### config.mk
export PLATFORM = sky130hd
export DESIGN_NAME = rat_input_port
export DESIGN_NICKNAME = d
export VERILOG_FILES = /design/src/rtl/rat_input_port.sv
export SDC_FILE = /design/constraint.sdc
export NUM_CORES = 1
export LEC_CHECK = 0
export ABC_CLOCK_PERIOD_IN_PS = 1750
export BUFFER_PORTS_ARGS = -buffer_cell sky130_fd_sc_hd__clkbuf_2
export CAP_MARGIN = 20
export CORE_MARGIN = 3
export CORE_UTILIZATION = 40
export DETAILED_ROUTE_END_ITERATION = 8
export PLACE_DENSITY = 0.7
export SYNTH_ARGS = -nofsm -noshare
export SYNTH_HDL_FRONTEND = slang
export SYNTH_SLANG_ARGS = --single-unit
### constraint.sdc
create_clock -name CLK -period 1.75 [get_ports CLK]
set_input_delay 0.35 -clock CLK [delete_from_list [all_inputs] [get_ports CLK]]
set_output_delay 0.35 -clock CLK [all_outputs]
set_load 0.03 [all_outputs]
### src/rtl/rat_input_port.sv
// Input-side port-bus peripheral for the RAT MCU: synchronises switches,
// debounces buttons, latches press events and raises a maskable interrupt.
module rat_input_port #(
  parameter int unsigned N_BTN        = 4,
  parameter int unsigned DEBOUNCE_CYC = 500000,
  parameter logic [7:0]  SW_ID        = 8'h20,
  parameter logic [7:0]  BTN_ID       = 8'h24,
  parameter logic [7:0]  EVT_ID       = 8'h25,
  parameter logic [7:0]  MASK_ID      = 8'h26,
  parameter logic [7:0]  EVT_CLR_ID   = 8'h45
) (
  input  logic             CLK,
  input  logic             RESET_N,
  input  logic [7:0]       SWITCHES,
  input  logic [N_BTN-1:0] BUTTONS,
  input  logic [7:0]       PORT_ID,
  input  logic [7:0]       OUT_PORT,
  input  logic             IO_STRB,
  output logic [7:0]       IN_PORT,
  output logic             INTR
);

  localparam int unsigned CNT_W = (DEBOUNCE_CYC > 1) ? $clog2(DEBOUNCE_CYC) : 1;
  localparam logic [CNT_W-1:0] CNT_MAX = CNT_W'(DEBOUNCE_CYC - 1);

  // Two-flop synchronisers
  logic [7:0]       sw_meta_q,  sw_meta_d;
  logic [7:0]       sw_sync_q,  sw_sync_d;
  logic [N_BTN-1:0] btn_meta_q, btn_meta_d;
  logic [N_BTN-1:0] btn_sync_q, btn_sync_d;

  // Debounce state
  logic [N_BTN-1:0]            deb_q,      deb_d;
  logic [N_BTN-1:0]            deb_prev_q, deb_prev_d;
  logic [N_BTN-1:0][CNT_W-1:0] cnt_q,      cnt_d;

  // Event / mask / interrupt state
  logic [N_BTN-1:0] evt_q,  evt_d;
  logic [N_BTN-1:0] mask_q, mask_d;
  logic             intr_q, intr_d;

  // Bus decode helpers
  logic             wr_clr;
  logic             wr_mask;
  logic [N_BTN-1:0] clr;
  logic [N_BTN-1:0] rise;

  // Only the low N_BTN bits of write data are meaningful
  logic unused_out_port;
  assign unused_out_port = &{1'b0, OUT_PORT};

  // Synchroniser next state: each stage follows the one before it
  always_comb begin
    sw_meta_d  = SWITCHES;
    sw_sync_d  = sw_meta_q;
    btn_meta_d = BUTTONS;
    btn_sync_d = btn_meta_q;
  end

  // Per-button debounce: accept a change only after DEBOUNCE_CYC mismatching cycles
  always_comb begin
    cnt_d      = cnt_q;
    deb_d      = deb_q;
    deb_prev_d = deb_q;
    for (int unsigned i = 0; i < N_BTN; i++) begin
      if (btn_sync_q[i] == deb_q[i]) begin
        cnt_d[i] = '0;
      end else if (cnt_q[i] == CNT_MAX) begin
        deb_d[i] = btn_sync_q[i];
        cnt_d[i] = '0;
      end else begin
        cnt_d[i] = cnt_q[i] + CNT_W'(1);
      end
    end
  end

  // Write decode, sticky press events, mask register and interrupt request
  always_comb begin
    wr_clr  = IO_STRB && (PORT_ID == EVT_CLR_ID);
    wr_mask = IO_STRB && (PORT_ID == MASK_ID);
    clr     = wr_clr ? OUT_PORT[N_BTN-1:0] : '0;
    rise    = deb_q & ~deb_prev_q;
    // A new rise overrides a simultaneous clear so no press is lost
    evt_d   = (evt_q & ~clr) | rise;
    mask_d  = wr_mask ? OUT_PORT[N_BTN-1:0] : mask_q;
    intr_d  = |(evt_q & mask_q);
  end

  // State registers
  always_ff @(posedge CLK or negedge RESET_N) begin
    if (!RESET_N) begin
      sw_meta_q  <= '0;
      sw_sync_q  <= '0;
      btn_meta_q <= '0;
      btn_sync_q <= '0;
      deb_q      <= '0;
      deb_prev_q <= '0;
      cnt_q      <= '0;
      evt_q      <= '0;
      mask_q     <= '0;
      intr_q     <= 1'b0;
    end else begin
      sw_meta_q  <= sw_meta_d;
      sw_sync_q  <= sw_sync_d;
      btn_meta_q <= btn_meta_d;
      btn_sync_q <= btn_sync_d;
      deb_q      <= deb_d;
      deb_prev_q <= deb_prev_d;
      cnt_q      <= cnt_d;
      evt_q      <= evt_d;
      mask_q     <= mask_d;
      intr_q     <= intr_d;
    end
  end

  // Combinational read mux; reads never alter state
  always_comb begin
    IN_PORT = 8'h00;
    if (PORT_ID == SW_ID) begin
      IN_PORT = sw_sync_q;
    end else if (PORT_ID == BTN_ID) begin
      IN_PORT = 8'(deb_q);
    end else if (PORT_ID == EVT_ID) begin
      IN_PORT = 8'(evt_q);
    end else if (PORT_ID == MASK_ID) begin
      IN_PORT = 8'(mask_q);
    end
  end

  assign INTR = intr_q;

endmodule

==> flow_metrics.tcl <==
set metrics [dict create \
    ys_warn_count 0 \
    critical_path_buf_inv_count 3 \
    portBuffers 35 \
    synth_top_area_share_pct 54.9 \
    timing.fmax_ghz 0.519 \
    rsz0062_at_grt "true" \
    start_util_pct 41.6 \
    slowest_delay_ns 0.56 \
    layout.cells.most_common "dfrtp_1" \
    layout-drive-gt1-share_pct 32.5 \
    crit_type "input pin to output pin" \
    coreArea_um2 12800 \
    die_h_um 121 \
    grt.total_usage_pct 16.8 \
    placed_cells 740 \
    cp.required_ns 1.40 \
    violations "negative setup slack" \
    htree_levels 4 \
    r2r_start "cnt_q[14]" \
    post_drt_via_cell_ratio 5.19 \
    diodes 0 \
    synthTopCellsByArea "dfrtp_1, xor2_1, nor2_1" \
    cts_buffer_depth 2 \
    fin_cells 782 \
    setup_viol_count_final 32 \
    post_drt_wl_per_cell_um 14.7 \
    synthArstFlopShare_pct 100 \
    antenna_found_initial 0 \
    cp-end-kind "output pin" \
    drt_iter0_drc 266 \
    grt_max_degree 117 \
    grt_pass1_vias 4154 \
    synth_top_area_cell "dfrtp_1" \
    crit_end "IN_PORT[2]" \
    avgSynthCellArea_um2 10.8 \
    syn_area_um2 5340 \
    path_max_fanout 8 \
    ys_seq_elements 117 \
    startpoint "PORT_ID[7]" \
    synth_edf_count 0 \
    crit_path_start_kind "input pin" \
    fin_ws_ns -0.177 \
    die_w_um 121 \
    numCtsBuffers 17 \
    r2r_end "cnt_q[17]" \
    area_growth_pct 32.0 \
    crit_family "simple AND/OR/NAND/NOR gates" \
    clk_pin_slew_ns 0.05 \
    ir_drop_uv 705 \
    min_period_ns 1.93 \
    dp_slack_ns -0.247 \
    grt_pass1_wl_um 19500 \
    fill_cells 1080 \
    drt_pre_antenna_iters 4 \
    slew_headroom_pct 58.8 \
    most-common-layout-cells "dfrtp_1, buf_4, nor2_1" \
    totalWireLength_um 11500 \
    cp_slowest_cell "or4b_4" \
    cts.sinks 117 \
    drv_slew 0 \
    synth_cells 494 \
    fin_worst_skew_ns 0.00562 \
    worst-slew-pin-transition_ns 0.618 \
    dieArea_um2 14800 \
    worst-path-stages 6 \
    gp_congestion 0.820 \
    tritoncts "built" \
    hold_path_class "input pin to flop" \
    crit_chain "buf_6, or4b_4, nor2_4, buf_12, a22o_4, buf_8" \
    fin_crit_sh_pct 110 \
    cap_violations 0 \
    yosysSeqAreaShare_pct 54.9 \
    num_vias 4055 \
    p_leak_nw 3.02 \
    syn_nets 529 \
    antenna_left 0 \
    arrival_ns 1.58 \
    nets 632 \
    ff2ff_setup_slack_ns -0.12 \
    yosys.cell_types.count 53 \
    insertion_delay_ns 0.41 \
    synth_ff_type "dfrtp_1" \
    power_density_nw_per_um2 920 \
    num_io_pins 40 \
    row_count 41 \
    status "finished with violations" \
    cts_root_buf "clkbuf_16" \
    drc 0 \
    hold_viol 0 \
    post-dp-hpwl_um 7740 \
    reg2reg_depth 5 \
    overflow 0 \
]
[worst min-delay path by stage]
stage                startpoint  slack [ns]  cells after the start            end
global route        SWITCHES[6]        0.02                      1   sw_meta_q[6]
detailed placement      RESET_N        0.14                      1  btn_sync_q[1]
floorplan               RESET_N        0.05                      0           INTR
finish              SWITCHES[6]        0.04                      1   sw_meta_q[6]
global placement        RESET_N        0.14                      1  btn_sync_q[1]
CTS                 SWITCHES[6]        0.02                      1   sw_meta_q[6]
[logic make-up after synthesis]
logic type / synth area share [%]
AND/OR/NAND/NOR: 23.5
flip-flops: 54.9
XOR/XNOR: 9.19
AO/OA/AOI/OAI: 6.59
buffers and inverters: 2.46
multiplexers: 2.44
adder cells (fa/ha/maj): 0.938
[final cells by class]
cell class                 instances  area (um^2)  share of cell area, %
clock buffer                      20          467                   6.63
clock inverter                    12          128                   1.81
inverter                          13         48.8                  0.693
multi-input combinational        351         2450                   34.8
sequential                       117         2930                   41.6
tap                              172          215                   3.06
timing repair buffer              97          797                   11.3
[report_power, final]
part	internal (mW)	total [mW]	switching (mW)
clock network	2.20	3.41	1.21
registers	2.76	2.80	0.0377
logic	0.115	0.273	0.158
total	5.08	6.48	1.40
[per-stage QoR]
step	hold slack (ns)	cell area, um^2	utilization, %	TNS (ns)	power, mW
finish	0.0402	7040	54.9	-2.75	6.48
global placement	0.143	6150	48.0	-2.43	3.09
CTS	0.0178	6850	53.4	-1.33	6.56
detailed placement	0.143	6150	48.0	-3.37	3.11
floorplan	0.0544	5410	-	-0.604	2.94
global route	0.0205	7040	54.9	-4.72	6.73
[Yosys cell counts (3+ instances only)]
library cell	instances
clkbuf_1	4
and4_1	8
xor2_1	29
nor4_1	13
nand4_1	26
a22o_1	8
inv_1	13
or2_2	4
buf_4	4
nor2_1	65
o31ai_1	5
nand3_1	21
nand2_1	35
or3_1	9
or4_1	7
or4b_1	3
mux2_2	8
ha_1	4
a21oi_1	15
xnor2_1	27
dfrtp_1	117
o21ai_0	13
and2_1	8
mux2i_1	4
nor3_1	11
[repair_timing]
action / in CTS / in global routing
setup endpoints to repair: 24 / 42
setup buffers: 2 / 7
hold buffers: 1 / 0
gates cloned: 0 / 0
hold endpoints to repair: 1 / 0
gates resized for setup: 20 / 45
pin swaps: 7 / 20
[state kept, by name, summed over array words and instances, names as in the netlist]
signal	flops
sw_sync_q	8
cnt_q	76
btn_meta_q	4
sw_meta_q	8
deb_prev_d	4
INTR	1
mask_q	4
deb_prev_q	4
btn_sync_q	4
evt_q	4
[layer usage]
layer  wire length, um  vias up  global-route usage (%)
li1                  -     1970                       -
met1              5250     2001                    21.7
met2              5640       63                    26.4
met3               430       21                    4.99
met4               219        0                    7.14
met5                 0        -                       0
(Power assumes the default switching activity.)
